<file path="src/rtl/fifo_line_buf_seq.sv">
// Line-buffer sequencer: writes each line into an external synchronous FIFO and reads it back
// one line later, so every output pixel is paired with the pixel directly above it.
module fifo_line_buf_seq #(
    parameter int c_DATA_WIDTH  = 16,
    parameter int c_DEPTH_WIDTH = 11,
    parameter int c_RD_LAT      = 1,
    parameter int c_CLR_CYCLES  = 2
) (
    input  logic                     clk,
    input  logic                     rst,
    input  logic                     in_valid,
    output logic                     in_ready,
    input  logic [c_DATA_WIDTH-1:0]  in_data,
    input  logic                     in_sof,
    input  logic                     in_eol,
    input  logic                     in_eof,
    output logic                     fifo_wr_en,
    output logic [c_DATA_WIDTH-1:0]  fifo_wr_data,
    output logic                     fifo_rd_en,
    input  logic [c_DATA_WIDTH-1:0]  fifo_rd_data,
    input  logic                     fifo_wr_full,
    input  logic                     fifo_rd_empty,
    output logic                     fifo_rst,
    output logic                     out_valid,
    output logic [c_DATA_WIDTH-1:0]  out_cur,
    output logic [c_DATA_WIDTH-1:0]  out_prev,
    output logic                     out_prev_vld,
    output logic                     out_sof,
    output logic                     out_eol,
    output logic                     out_eof,
    output logic [c_DEPTH_WIDTH:0]   line_len,
    output logic                     err_len,
    output logic                     err_ovf,
    output logic                     err_unf,
    output logic                     busy
);
    localparam int CW   = c_DEPTH_WIDTH + 1;
    localparam int CLRW = $clog2(c_CLR_CYCLES + 1);
    localparam logic [CW-1:0]   COL_MAX = {1'b1, {c_DEPTH_WIDTH{1'b0}}};
    localparam logic [CLRW-1:0] CLR_N   = CLRW'(c_CLR_CYCLES);

    typedef enum logic [2:0] {S_IDLE, S_FILL, S_STREAM, S_DRAIN, S_CLEAR} state_t;

    state_t              state_q, state_d;
    logic [CW-1:0]       col_q, col_d, col_inc, line_len_q, line_len_d;
    logic [CLRW-1:0]     clr_cnt_q, clr_cnt_d;
    logic                err_len_q, err_len_d, err_ovf_q, err_ovf_d, err_unf_q, err_unf_d;
    logic                in_ready_q, busy_q, fifo_rst_q;
    logic [c_RD_LAT-1:0] pend_q;
    logic                acc, push, push_pv, flush;

    logic [c_RD_LAT-1:0]     vld_q, pv_q, sof_q, eol_q, eof_q;
    logic [c_DATA_WIDTH-1:0] cur_q [c_RD_LAT];

    assign acc     = in_valid & in_ready_q;
    assign col_inc = (col_q == COL_MAX) ? COL_MAX : col_q + CW'(1);

    always_comb begin
        state_d    = state_q;
        col_d      = col_q;
        line_len_d = line_len_q;
        clr_cnt_d  = '0;
        err_len_d  = err_len_q;
        err_ovf_d  = err_ovf_q;
        err_unf_d  = err_unf_q;
        fifo_wr_en = 1'b0;
        fifo_rd_en = 1'b0;
        push       = 1'b0;
        push_pv    = 1'b0;
        flush      = 1'b0;
        case (state_q)
            S_IDLE: if (acc && in_sof) begin
                fifo_wr_en = 1'b1;
                push       = 1'b1;
                if (in_eol) begin
                    line_len_d = CW'(1);
                    col_d      = '0;
                    state_d    = in_eof ? S_DRAIN : S_STREAM;
                end else begin
                    col_d   = CW'(1);
                    state_d = S_FILL;
                end
            end
            S_FILL: if (acc) begin
                // An overflowing pixel is neither written nor shown; the whole pipeline is dropped.
                if (fifo_wr_full) begin
                    err_ovf_d = 1'b1;
                    flush     = 1'b1;
                    state_d   = S_CLEAR;
                end else begin
                    fifo_wr_en = 1'b1;
                    push       = 1'b1;
                    if (in_eol) begin
                        line_len_d = col_inc;
                        col_d      = '0;
                        state_d    = in_eof ? S_DRAIN : S_STREAM;
                    end else begin
                        col_d = col_inc;
                    end
                end
            end
            S_STREAM: if (acc) begin
                if (fifo_rd_empty) begin
                    err_unf_d = 1'b1;
                    flush     = 1'b1;
                    state_d   = S_CLEAR;
                end else begin
                    fifo_wr_en = 1'b1;
                    fifo_rd_en = 1'b1;
                    push       = 1'b1;
                    push_pv    = 1'b1;
                    // eol must coincide exactly with reaching the first line's length.
                    if (in_sof || (in_eol != (col_inc == line_len_q))) begin
                        err_len_d = 1'b1;
                        col_d     = '0;
                        state_d   = S_CLEAR;
                    end else if (in_eol) begin
                        col_d   = '0;
                        state_d = in_eof ? S_DRAIN : S_STREAM;
                    end else begin
                        col_d = col_inc;
                    end
                end
            end
            S_DRAIN: begin
                fifo_rd_en = !fifo_rd_empty;
                if (fifo_rd_empty && (pend_q == '0)) state_d = S_IDLE;
            end
            S_CLEAR: begin
                col_d = '0;
                if (clr_cnt_q == CLR_N) state_d = S_IDLE;
                else                    clr_cnt_d = clr_cnt_q + CLRW'(1);
            end
            default: state_d = S_IDLE;
        endcase
    end

    always_ff @(posedge clk or posedge rst) begin
        if (rst) begin
            state_q    <= S_IDLE;
            col_q      <= '0;
            line_len_q <= '0;
            clr_cnt_q  <= '0;
            err_len_q  <= 1'b0;
            err_ovf_q  <= 1'b0;
            err_unf_q  <= 1'b0;
            in_ready_q <= 1'b1;
            busy_q     <= 1'b0;
            fifo_rst_q <= 1'b0;
            pend_q     <= '0;
        end else begin
            state_q    <= state_d;
            col_q      <= col_d;
            line_len_q <= line_len_d;
            clr_cnt_q  <= clr_cnt_d;
            err_len_q  <= err_len_d;
            err_ovf_q  <= err_ovf_d;
            err_unf_q  <= err_unf_d;
            in_ready_q <= (state_d == S_IDLE) || (state_d == S_FILL) || (state_d == S_STREAM);
            busy_q     <= (state_d != S_IDLE);
            fifo_rst_q <= (state_d == S_CLEAR) && (clr_cnt_d < CLR_N);
            pend_q     <= (pend_q << 1) | c_RD_LAT'(fifo_rd_en);
        end
    end

    // Output pipeline: c_RD_LAT stages so out_cur lines up with fifo_rd_data.
    always_ff @(posedge clk or posedge rst) begin
        if (rst) begin
            vld_q <= '0;
            pv_q  <= '0;
            sof_q <= '0;
            eol_q <= '0;
            eof_q <= '0;
            for (int i = 0; i < c_RD_LAT; i++) cur_q[i] <= '0;
        end else begin
            vld_q <= flush ? '0 : ((vld_q << 1) | c_RD_LAT'(push));
            pv_q  <= flush ? '0 : ((pv_q << 1) | c_RD_LAT'(push_pv));
            sof_q <= (sof_q << 1) | c_RD_LAT'(push & in_sof);
            eol_q <= (eol_q << 1) | c_RD_LAT'(push & in_eol);
            eof_q <= (eof_q << 1) | c_RD_LAT'(push & in_eof);
            for (int i = c_RD_LAT - 1; i > 0; i--) cur_q[i] <= cur_q[i-1];
            cur_q[0] <= in_data;
        end
    end

    assign in_ready     = in_ready_q;
    assign fifo_wr_data = in_data;
    assign fifo_rst     = fifo_rst_q;
    assign out_valid    = vld_q[c_RD_LAT-1];
    assign out_cur      = cur_q[c_RD_LAT-1];
    assign out_prev_vld = pv_q[c_RD_LAT-1];
    assign out_prev     = pv_q[c_RD_LAT-1] ? fifo_rd_data : '0;
    assign out_sof      = sof_q[c_RD_LAT-1];
    assign out_eol      = eol_q[c_RD_LAT-1];
    assign out_eof      = eof_q[c_RD_LAT-1];
    assign line_len     = line_len_q;
    assign err_len      = err_len_q;
    assign err_ovf      = err_ovf_q;
    assign err_unf      = err_unf_q;
    assign busy         = busy_q;
endmodule

</file>
<file path="config.mk">
export PLATFORM = sky130hd
export DESIGN_NAME = fifo_line_buf_seq
export DESIGN_NICKNAME = d
export VERILOG_FILES = /design/src/rtl/fifo_line_buf_seq.sv
export SDC_FILE = /design/constraint.sdc
export NUM_CORES = 1
export LEC_CHECK = 0
export ABC_AREA = 1
export BUFFER_PORTS_ARGS = -buffer_cell sky130_fd_sc_hd__buf_2
export CORE_MARGIN = 3
export CORE_UTILIZATION = 40
export CTS_CLUSTER_DIAMETER = 40
export DETAILED_ROUTE_END_ITERATION = 16
export PLACE_DENSITY = 0.78
export SLEW_MARGIN = 15
export SYNTH_ARGS = -nofsm -noshare
export SYNTH_HDL_FRONTEND = slang
export SYNTH_SLANG_ARGS = --single-unit
</file>
<file path="constraint.sdc">
create_clock -name clk -period 3 [get_ports clk]
set_clock_uncertainty 0.1 [all_clocks]
set_input_delay 0.15 -clock clk [delete_from_list [all_inputs] [get_ports clk]]
set_output_delay 0.15 -clock clk [all_outputs]
set_load 0.02 [all_outputs]
</file>
==> metrics.md <==
| Metric | Value |
|---|---|
| Outcome | finished, final reports clean |
| Number of hold violations in the final report | 0 |
| Worst R2R End | col_q[8] |
| Count of nets left with antenna violations after detail routing | 0 |
| Family with the most delay on the worst path | simple AND/OR/NAND/NOR gates |
| Maximum resistive drop on vdd | 0.000299 V |
| Vias in the first global route | between 3000 and 4000 |
| Max-cap viol count | 0 |
| CP peak stage delay | 0.44 ns |
| CTS max path bufs | 2 |
| Vias post-DR | 3101 |
| Slowest library cell on the worst path | dfrtp_1 |
| Gpl congestion | about 0.9 |
| Power Total | 2800 µW |
| TritonCTS clock tree | done |
| Minimum setup slack among reg-to-reg paths | 0.37 ns |
| Number of buffers added for setup after CTS | 0 |
| Initial antenna violation count | 0 |
| Post-synthesis cell count | ~400 |
| Area added between synthesis and finish | 30.5% |
| Power density relative to cell area | 703 nW/µm² |
| Achievable Freq | 0.381 GHz |
| Floorplan die width | approximately 93 µm |
| Static power due to leakage | ~0.0023 µW |
| Die Y-Extent | 93.3 µm |
| Number of I/O pins | 113 |
| Worst Tran Pin Value | about 0.77 ns |
| Unrepaired setup endpoints after global routing | false |
| Filler Cells Inserted | between 600 and 700 |
| End point of the critical path | col_q[8] |
| Number of port buffers | between 100 and 150 |
| Sequential cell area | 1430 µm² |
| Period utilisation layout | roughly 88% |
| Cell area after synthesis | 3050 µm² |
| Clock Tree Root | clkbuf_8 |
| Hold path startpoint | fifo_rd_empty |
| Global route total overflow | 0 |
| WL final | 8.07 mm |
| Sequential fraction of the synthesis area | 46.8% |
| Placeable Area | 7330 µm² |
| Drt initial violations | ~200 |
| Maximum fanout along the worst path | 11 |
| Cells along the critical path | ha_1, nand2_1, inv_1, nor2_1, nand2_1, nand2_1, nand2_1, nor2_1, nand2_1, nor2_2, nand2_1, nand2_2, nand2_1, nor2_2, nand2_1, nand2_2, nand2_1, o21ai_1 |
| Post-DP HPWL | 5.93 mm |
| Most common cell after layout, fill and taps aside | buf_2 |
| Net count after synthesis | between 400 and 500 |
| CTS sink count | 57 |
| Arr. time, crit path | 2.79 ns |
| Max-slew headroom | slightly below 50% |
| Commonest non-fill, non-tap cells in the layout | 112 x buf_2, 110 x nand2_1, 66 x inv_1 |
| Standard-cell row count | 31 |
| Finish-stage setup viols | 0 |
| Remaining DRCs | 0 |
| Required time at the worst-slack endpoint | 3.16 ns |
| Post-synthesis cell type with the largest combined area | dfrtp_1 |
| Number of flip-flops and latches in the synthesized netlist | 57 |
| Crit start category | flop |
| Effective utilization at floorplan | about two fifths |
| Class of the most critical setup path | flop to flop |
| Count of cell instances traversed by the critical path | 18 |
| Die Outline Area | 8710 µm² |
| Count of different cell masters after synthesis | 30 |
| Clock slew at reported path FFs | 0.06 ns |
| Routed vias/inst | 4.88 |
| Overall Global Routing Usage | about a fifth |
| Worst min path class | input port to flop |
| Final period demand of the worst path | ~2.6 ns |
| Worst-skew pair later-pin latency | 0.33 ns |
| Diode count | 0 |
| Max-slew violation count | 0 |
| Maximum number of pins on one net before global-route repair | 39 |
| CTS resizes | 0 |
| Warnings, synthesis | 0 |
| Number of buffers and inverters on the critical path | 1 |
| Endpoint class of the critical path | flop |
| Clock buffer count from CTS | 9 |
| Detailed-route wire length per cell | around 13 µm |
| Origin of the worst setup path | col_q[0] |
| Most frequent CP cell | nand2_1 |
| First-pass iteration count of the detailed router | 6 |
| Syn avg cell area | 7.48 µm² |
| Reg-to-reg startpoint | col_q[0] |
| Summed negative setup slack over all endpoints | 0 ns |
| Final #Nets | between 500 and 600 |
| Share of layout cells above drive strength 1 | 27.0% |
| First-pass GRT wire length | between 10 and 15 mm |
| Multi-input gate area in the final layout | 1210 µm² |
| Worst Reg2Reg Path Length in Cells | 18 |
| Number of H-tree levels | 3 |
| Synth top area share | 45.9% |
| Top area cells in the synthesized netlist | dfrtp_1 46%, nand2_1 14%, inv_1 8.2% |
| Number of buffers inserted for hold repair after clock tree synthesis | 20 |
worst min path at each step:
| stage | endpoint | slack, ns | depth (start not counted) |
|---|---|---|---|
| 2_1_floorplan | out_cur[0] | 0.08 | 0 |
| 3_3_place_gp | out_cur[1] | 0.17 | 1 |
| 3_5_place_dp | out_cur[2] | 0.17 | 1 |
| 4_1_cts | pend_q | 0.007 | 2 |
| 5_1_grt | err_unf | 0.02 | 2 |
| 6_report | pend_q | 0.02 | 2 |
layout make-up:
type                            count  share of cell area (%)
Tap cell                           99                    3.11
Multi-Input combinational cell    260                    30.5
Clock buffer                       12                    3.65
Clock inverter                      1                   0.126
Timing Repair Buffer              138                    20.2
Sequential cell                    57                    35.9
Inverter                           69                    6.51
cells in the mapped netlist:
cell,n
a21oi_1,9
a31o_2,1
buf_4,16
buf_6,1
clkbuf_1,5
clkinv_1,1
dfrtp_1,56
dfstp_2,1
ha_1,2
inv_1,67
inv_2,1
nand2_1,110
nand2_2,4
nand3_1,33
nand3b_1,1
nand4_1,6
nor2_1,52
nor2_2,2
nor2_4,2
nor3_1,5
nor3_4,1
nor4_4,1
o21ai_0,4
o21ai_1,4
o21bai_1,5
o22ai_1,12
or2_1,1
or2_2,2
or3_1,1
xor2_1,2
worst register-to-register path: cells and delay by family (launching register included):
family / cells / cell delay, ns
DFF: 1 / 0.44
and+or+nand+nor: 15 / 1.62
buffers and inverters: 1 / 0.08
adders and majority gates: 1 / 0.24
AOI/OAI and AO/OA: 1 / 0.08
flip-flops by register name, summed over array words and instances (netlist names), 2 cells and up:
register   cells
state_q        3
clr_cnt_q      2
line_len      12
col_q         12
out_cur       16
per-stage QoR:
step	hold WS [ns]	util, %	area [µm²]	setup slack, ns	cells
3_3_place_gp	0.167	49.5	3630	0.531	603
5_1_grt	0.0194	54.3	3980	0.0300	636
3_5_place_dp	0.170	49.5	3630	0.414	603
4_1_cts	0.00658	54.3	3980	0.394	636
2_1_floorplan	0.0814	-	3050	0.789	408
6_report	0.0234	54.3	3980	0.372	636
kinds of logic (layout without fill, tap and decap cells):
kind of cell	after synthesis	in the layout	share of synthesized area, %
adder cells (fa/ha/maj)	2	2	0.820
XOR/XNOR	2	2	0.574
AO/OA/AOI/OAI	35	35	6.77
flip-flops	57	57	46.8
AND/OR/NAND/NOR	221	221	31.7
buffers and inverters	91	220	13.4
report_power, final:
group	switching [µW]	internal [µW]	total, µW
Sequential	88.1	898	986
Combinational	830	400	1230
Clock	275	307	582
Total	1190	1610	2800
layer usage:
metal / share of wire [%] / routed length, µm / track usage [%]
met4: 1.8 / 145 / 6.59
met1: 42 / 3390 / 24.2
met2: 47 / 3770 / 31.3
met5: 0 / 0 / 0
met3: 9.4 / 756 / 7.08
Note: power is estimated with default switching activity, not from simulation.
